`src/rtl/ddr3_rw_arbiter.sv`:
```
// ddr3_rw_arbiter: round-robin scheduler of write/read bursts onto one DDR3 user port, using a DDR3 region as a ring buffer
module ddr3_rw_arbiter #(
  parameter int ADDR_W = 29,
  parameter int BURST_LEN = 32,
  parameter int ADDR_STEP = 8,
  parameter logic [ADDR_W-1:0] BASE_ADDR = '0,
  parameter int BUF_BEATS = 4096
) (
  input  logic ui_clk,
  input  logic ui_clk_sync_rst,
  input  logic init_calib_complete,
  input  logic [15:0] wr_fifo_count,
  input  logic [511:0] wr_fifo_dout,
  output logic wr_fifo_rd_en,
  input  logic [15:0] rd_space,
  output logic ddr_wr_valid,
  output logic [ADDR_W-1:0] ddr_wr_addr,
  output logic [511:0] ddr_wr_data,
  input  logic ddr_wr_ready,
  output logic ddr_rd_valid,
  output logic [ADDR_W-1:0] ddr_rd_addr,
  input  logic ddr_rd_ready,
  input  logic ddr_rd_data_valid,
  output logic [$clog2(BUF_BEATS):0] occupancy,
  output logic busy
);
  localparam int PTR_W = $clog2(BUF_BEATS);
  localparam int OCC_W = PTR_W + 1;
  localparam int CNT_W = $clog2(BURST_LEN + 1);
  typedef enum logic [1:0] {IDLE, ARB, WR_BURST, RD_BURST} state_t;
  state_t state, state_nx;
  logic last_wr;
  logic [CNT_W-1:0] beat_cnt;
  logic [PTR_W-1:0] wr_ptr, rd_ptr;
  logic [15:0] outstanding;
  logic wr_elig, rd_elig, grant_wr, grant_rd, wr_beat, rd_beat, burst_end;
  always_comb begin
    wr_elig = 32'(wr_fifo_count) >= BURST_LEN && BUF_BEATS - 32'(occupancy) >= BURST_LEN;
    rd_elig = 32'(occupancy) >= BURST_LEN && 32'(rd_space) >= BURST_LEN + 32'(outstanding);
    // on a tie the side not served last wins; last_wr resets to READ so a tie first goes to WRITE
    grant_wr = state == ARB && wr_elig && (!rd_elig || !last_wr);
    grant_rd = state == ARB && rd_elig && !grant_wr;
    wr_beat = state == WR_BURST && ddr_wr_ready;
    rd_beat = state == RD_BURST && ddr_rd_ready;
    burst_end = (wr_beat || rd_beat) && beat_cnt == CNT_W'(BURST_LEN - 1);
    state_nx = state == IDLE ? (init_calib_complete ? ARB : IDLE) :
               grant_wr ? WR_BURST : grant_rd ? RD_BURST : burst_end ? ARB : state;
    ddr_wr_valid = state == WR_BURST;
    ddr_rd_valid = state == RD_BURST;
    busy = ddr_wr_valid || ddr_rd_valid;
    wr_fifo_rd_en = wr_beat;
    ddr_wr_data = ddr_wr_valid ? wr_fifo_dout : '0;
    ddr_wr_addr = BASE_ADDR + ADDR_W'(wr_ptr) * ADDR_W'(ADDR_STEP);
    ddr_rd_addr = BASE_ADDR + ADDR_W'(rd_ptr) * ADDR_W'(ADDR_STEP);
  end
  always_ff @(posedge ui_clk or posedge ui_clk_sync_rst)
    if (ui_clk_sync_rst) begin
      state <= IDLE;
      last_wr <= 1'b0;
      beat_cnt <= '0;
      wr_ptr <= '0;
      rd_ptr <= '0;
      occupancy <= '0;
      outstanding <= '0;
    end else begin
      state <= state_nx;
      if (grant_wr || grant_rd) begin
        last_wr <= grant_wr;
        beat_cnt <= '0;
      end else if (wr_beat || rd_beat)
        beat_cnt <= beat_cnt + 1'b1;
      if (wr_beat) wr_ptr <= wr_ptr + 1'b1;
      if (rd_beat) rd_ptr <= rd_ptr + 1'b1;
      if (burst_end) occupancy <= wr_beat ? occupancy + OCC_W'(BURST_LEN) : occupancy - OCC_W'(BURST_LEN);
      // stray returned beats with nothing outstanding are dropped rather than underflowing
      outstanding <= outstanding + 16'(rd_beat) - 16'(ddr_rd_data_valid && outstanding != '0);
    end
endmodule

```
`config.mk`:
```
export PLATFORM = sky130hd
export DESIGN_NAME = ddr3_rw_arbiter
export DESIGN_NICKNAME = d
export VERILOG_FILES = /design/src/rtl/ddr3_rw_arbiter.sv
export SDC_FILE = /design/constraint.sdc
export NUM_CORES = 1
export LEC_CHECK = 0
export CORE_AREA = 2 2 448 450
export CTS_BUF_LIST = sky130_fd_sc_hd__clkbuf_4
export DETAILED_ROUTE_END_ITERATION = 10
export DIE_AREA = 0 0 450 452
export GPL_TIMING_DRIVEN = 0
export SYNTH_ARGS = -nofsm -noshare
export SYNTH_HDL_FRONTEND = slang
export SYNTH_SLANG_ARGS = --single-unit
```
`constraint.sdc`:
```
create_clock -name ui_clk -period 5.2 [get_ports ui_clk]
set_clock_uncertainty 0.15 [all_clocks]
set_input_delay 1.04 -clock ui_clk [delete_from_list [all_inputs] [get_ports ui_clk]]
set_output_delay 1.04 -clock ui_clk [all_outputs]
set_load 0.03 [all_outputs]
```
== Word-level counts from Yosys, hierarchy flattened ==
Cells that the tools add are included.
Storage, ports and cells
  register bits after elaboration: 62
  input port bits: 550
  word-level logic and storage cells: 54
Operators by class
  add/subtract/negate cells: 9
  $lt $le $gt $ge: 4
  equal/unequal tests: 4
  multiplexer cells: 9
  reduce and logical (&&, ||, !) cells: 21
Operators by type and width (number)
  512-bit two-way mux: 1
  32-bit by 6-bit greater-or-equal comparator with 1-bit output (second input constant): 1
  12-bit by 1-bit adder with 12-bit output (second input constant): 2
  6-bit by 16-bit adder with 17-bit output (first input constant): 1
  16-bit by 17-bit greater-or-equal comparator with 1-bit output: 1
  16-bit by 1-bit adder with 16-bit output: 1
  16-bit by 6-bit greater-or-equal comparator with 1-bit output (second input constant): 1
  16-bit nonzero test: 1
  16-bit by 1-bit subtractor with 16-bit output: 1
  13-bit by 13-bit subtractor with 14-bit output (first input constant): 1
  13-bit by 6-bit adder with 13-bit output (second input constant): 1
  13-bit by 6-bit greater-or-equal comparator with 1-bit output (second input constant): 1
  13-bit two-way mux: 1
  13-bit by 6-bit subtractor with 13-bit output (second input constant): 1
  6-bit two-way mux: 2
  1-bit logical AND: 10
  2-bit two-way mux: 4
  6-bit by 1-bit adder with 6-bit output (second input constant): 1
  6-bit by 5-bit equality test with 1-bit output (second input constant): 1
  2-bit equality test (second input constant): 2
  1-bit logical OR: 4
  4-bit nonzero test: 1
  1-bit logical NOT: 3
  2-bit by 1-bit equality test with 1-bit output (second input constant): 1
  other kinds (3): 3

== Depth between registers and ports, before layout ==
  depth in word-level cells: 11
  depth in mapped cells: 15
  depth with buffers taken out: 15

== Least setup slack after synthesis ==
No wires, ideal clock.
  path type: input-to-reg
  from: input ddr_rd_ready
  to: register outstanding[12]
  arrival time: 3.220 ns
  required time: 4.971 ns
  path slack: 1.751 ns
  cell stages on the path: 12
  cells stage by stage: nand2_1 ha_1 inv_1 ha_1 inv_1 fa_1 and2b_1 o221ai_1 a211oi_2 a21oi_1 a221oi_1 xor2_1
On the way
  cells in the longest elaborated chain, start to end: 3
RTL lines
  start: declaration: RTL line 22  | input logic ddr_rd_ready,
  1-bit logical AND: RTL line 44  | rd_beat = state == RD_BURST && ddr_rd_ready;
  16-bit by 1-bit adder with 16-bit output: RTL line 76  | outstanding <= outstanding + 16'(rd_beat) - 16'(ddr_rd_data_valid && outstanding != '0);
  16-bit by 1-bit subtractor with 16-bit output: RTL line 76
  end signal: assignment: RTL line 76
  end: declaration: RTL line 35  | logic [15:0] outstanding;
Every way passes these cells.
A chain may end at the register's enable or synchronous reset.

== Worst setup path after layout ==
  from: register state[1]
  to: output ddr_wr_data[420]
On the way
  cells in the longest elaborated chain, start to end: 2
RTL lines
  start: declaration: RTL line 31  | state_t state, state_nx;
  start signal: assignment: RTL line 66  | state <= state_nx;
  2-bit equality test: RTL line 48  | ddr_wr_valid = state == WR_BURST;
  512-bit two-way mux: RTL line 52  | ddr_wr_data = ddr_wr_valid ? wr_fifo_dout : '0;
  end: declaration: RTL line 18  | output logic [511:0] ddr_wr_data,
Every way passes these cells.

==> impl_metrics.json <==
{
  "startpoint_type": "register",
  "pin_count_of_the_biggest_net_entering_global_routing": 39,
  "synth_enable_flop_cells": 0,
  "clock_tree.htree_level_count": 3,
  "globalRoute.totalOverflow": 0,
  "detail_route.wirelength_um": 186000,
  "synthDistinctLibCells": 63,
  "grt-busiest-layer": "met2",
  "area_of_the_mapped_netlist_um2": 7750,
  "crit_arrival_ns": 3.89,
  "first_iter_violations": 675,
  "dr_total_vias": 12500,
  "floorplan.die.height_um": 452,
  "netlist_top_cells_area": "and2_1, dfrtp_1, ha_1",
  "insertion_delay_ns": 0.58,
  "max_slew_margin_pct": 19.6,
  "first_global_vias": 12400,
  "die_area_um2": 203000,
  "drive_gt1_share_pct": 3.99,
  "nFillCells": 23000,
  "rr_worst_depth": 15,
  "hpwlAfterDp_um": 176000,
  "post-synth-top-area-fraction_pct": 41.5,
  "synth.yosys.seq_area_share_pct": 18.4,
  "per_cell_via_count_in_the_routed_design": 2.59,
  "die-width_um": 450,
  "post-cts-setup-buffer-count": 0,
  "global_route.usage.met1_pct": 14.1,
  "cts_buffer_count": 9,
  "hold_slack_ns": 0.336,
  "transition_at_the_pin_with_the_smallest_max_transition_slack_ns": 1.20,
  "ir_drop_mv": 0.222,
  "fmaxAchievable_ghz": 0.197,
  "synth.ff_latch_count": 57,
  "hold_viol_final": 0,
  "setup_violations": 0,
  "synth.avg_cell_area_um2": 7.67,
  "row_count": 164,
  "detail-route-antenna-nets": 0,
  "cts-hold-fix-buffers": 0,
  "residual_drc": 0,
  "clock_pin_slew_worst_setup_and_hold_paths_ns": 0.15,
  "wire_length_of_the_first_global_routing_pass_um": 211000,
  "fin_crit_sh_pct": 97.7,
  "global_route.usage.met3_pct": 11.5,
  "drt_first_pass_iters": 5,
  "yosys.area.top_type": "and2_1",
  "power.leakage_nw": 8.10,
  "finalWeightedCongestion": 0.979,
  "async_reset_ff_share_pct": 100,
  "timing.setup.critical_path_class": "register to primary output",
  "yosys_warnings": 0,
  "final_area_um2": 22400,
  "track_usage_pct": 17.5,
  "worst-path-max-fanout": 10,
  "min_path_type": "register to register",
  "predominant_post_synthesis_flop_cell": "dfrtp_1",
  "grtUsageMet2_pct": 33.9,
  "hold_depth": 1,
  "syn_inst": 1010,
  "dpl_cell_area_um2": 22200,
  "min_period_ns": 5.08,
  "tritoncts": "built",
  "maximum_clock_insertion_buffer_count": 2,
  "place.port_buffers": 1092,
  "start_util_pct": 3.90,
  "powerDensity_nw_per_um2": 629,
  "slew_viol_final": 0,
  "synthToLayoutAreaGrowth_pct": 189,
  "drv_cap": 0,
  "grt_antenna_before_repair": 183,
  "io_pins": 1137,
  "final_layout_net_count": 2760,
  "worst_ep_required_ns": 4.01,
  "run_status": "finished clean",
  "detail_route.wl_per_cell_um": 38.4,
  "critical_path.endpoint_type": "primary output",
  "coreArea_um2": 199000,
  "cts.sinks": 57,
  "root_buffer": "clkbuf_4"
}
layer usage:
metal | vias up | wire length, um
li1 | 5410 | -
met1 | 5927 | 50600
met2 | 831 | 100000
met3 | 328 | 27200
met4 | 48 | 7350
met5 | - | 299
logic make-up after synthesis:
logic type      after synthesis  synth area share [%]
flops                        57                  18.4
other cells                   1                0.0484
compound gates               63                  5.70
mux                           6                 0.807
buf+inv                     129                  8.48
xor+xnor                     55                  6.22
simple gates                641                  50.9
fa+ha+maj                    58                  9.46
cell usage in the layout, fill, tap and decap left out, types with 9 or more instances in the layout:
master and count:
dlymetal6s2s_1 12, nand2_1 25, nor2_1 27, clkbuf_4 9, diode_2 22, dfrtp_1 57
o21ai_0 10, nand4_1 14, nand3_1 12, xnor2_1 38, clkbuf_1 55, inv_1 28
conb_1 39, xor2_1 17, and2_1 514, ha_1 57, buf_4 40, clkdlybuf4s50_1 1077
a21oi_1 19
what timing repair did:
item,4_1_cts,5_1_grt
cloned,0,0
endpoints found under the setup margin,111,12
resized for setup,5,12
cells in the mapped netlist (all sizes together) (2+ instances only):
cell type  number
and2          515
clkbuf         57
dfrtp          57
ha             57
buf            43
xnor2          38
inv            29
nor2           29
nand2          25
a21oi          20
xor2           17
nand4          15
o21ai          15
nand3          14
nor3            9
nor2b           8
nand2b          7
a21o            5
mux2i           4
nor3b           4
a211oi          3
and3            3
nor4            3
o211ai          3
o31ai           3
a221oi          2
mux2            2
o221ai          2
or3             2
or4             2
registers in the layout, indices dropped and copies added, names as in the netlist:
register,flops
beat_cnt,6
last_wr,1
occupancy,8
outstanding,16
rd_ptr,12
state,2
wr_ptr,12
worst paths after layout:
| path | slack [ns] | startpoint | endpoint |
|---|---|---|---|
| worst min register to register | 0.34 | wr_ptr[11] | wr_ptr[11] |
| min in group asynchronous | 0.66 | ui_clk_sync_rst | wr_ptr[4] |
| worst max register to register | 1.23 | outstanding[7] | outstanding[12] |
| worst max-delay path | 0.12 | state[1] | ddr_wr_data[420] |
| worst min-delay path | 0.34 | wr_ptr[11] | wr_ptr[11] |
| max in group asynchronous | 3.67 | ui_clk_sync_rst | beat_cnt[0] |
layout make-up:
| class | instances | area [um^2] | share of cell area (%) |
|---|---|---|---|
| clock inverter | 7 | 100 | 0.446 |
| antenna | 22 | 55.1 | 0.245 |
| timing repair buffer | 1093 | 11000 | 49.0 |
| tap | 2656 | 3320 | 14.8 |
| buffer | 100 | 551 | 2.45 |
| inverter | 29 | 111 | 0.497 |
| sequential | 57 | 1430 | 6.36 |
| clock buffer | 9 | 67.6 | 0.301 |
| multi-input combinational | 862 | 5810 | 25.9 |
critical path, stage by stage, from the launching register on:
cell	delay, ns
dfrtp_1	0.51
nor2b_2	0.20
buf_6	0.31
clkbuf_1	0.46
clkbuf_1	0.30
and2_1	0.17
clkdlybuf4s50_1	1.26
metrics by stage:
step / utilization (%) / cells / setup TNS, ns / total power, mW / setup WS (ns)
finish: 11.3 / 4835 / 0 / 14.1 / 0.121
global route: 11.3 / 4828 / -0.0198 / 14.8 / -0.00643
CTS: 11.2 / 4813 / 0 / 14.5 / 0.0129
detailed placement: 11.2 / 4797 / 0 / 14.0 / 0.324
global placement: 11.1 / 4796 / 0 / 13.9 / 0.314
floorplan: - / 1048 / 0 / 6.45 / 1.75
power breakdown:
group	internal (mW)	switching [mW]	total (mW)	leakage, nW
Sequential	0.600	0.199	0.799	0.713
Combinational	4.12	8.71	12.8	7.30
Clock	0.200	0.278	0.477	0.0914
Total	4.91	9.18	14.1	8.10
No activity file was read; power rests on OpenSTA's default activity.
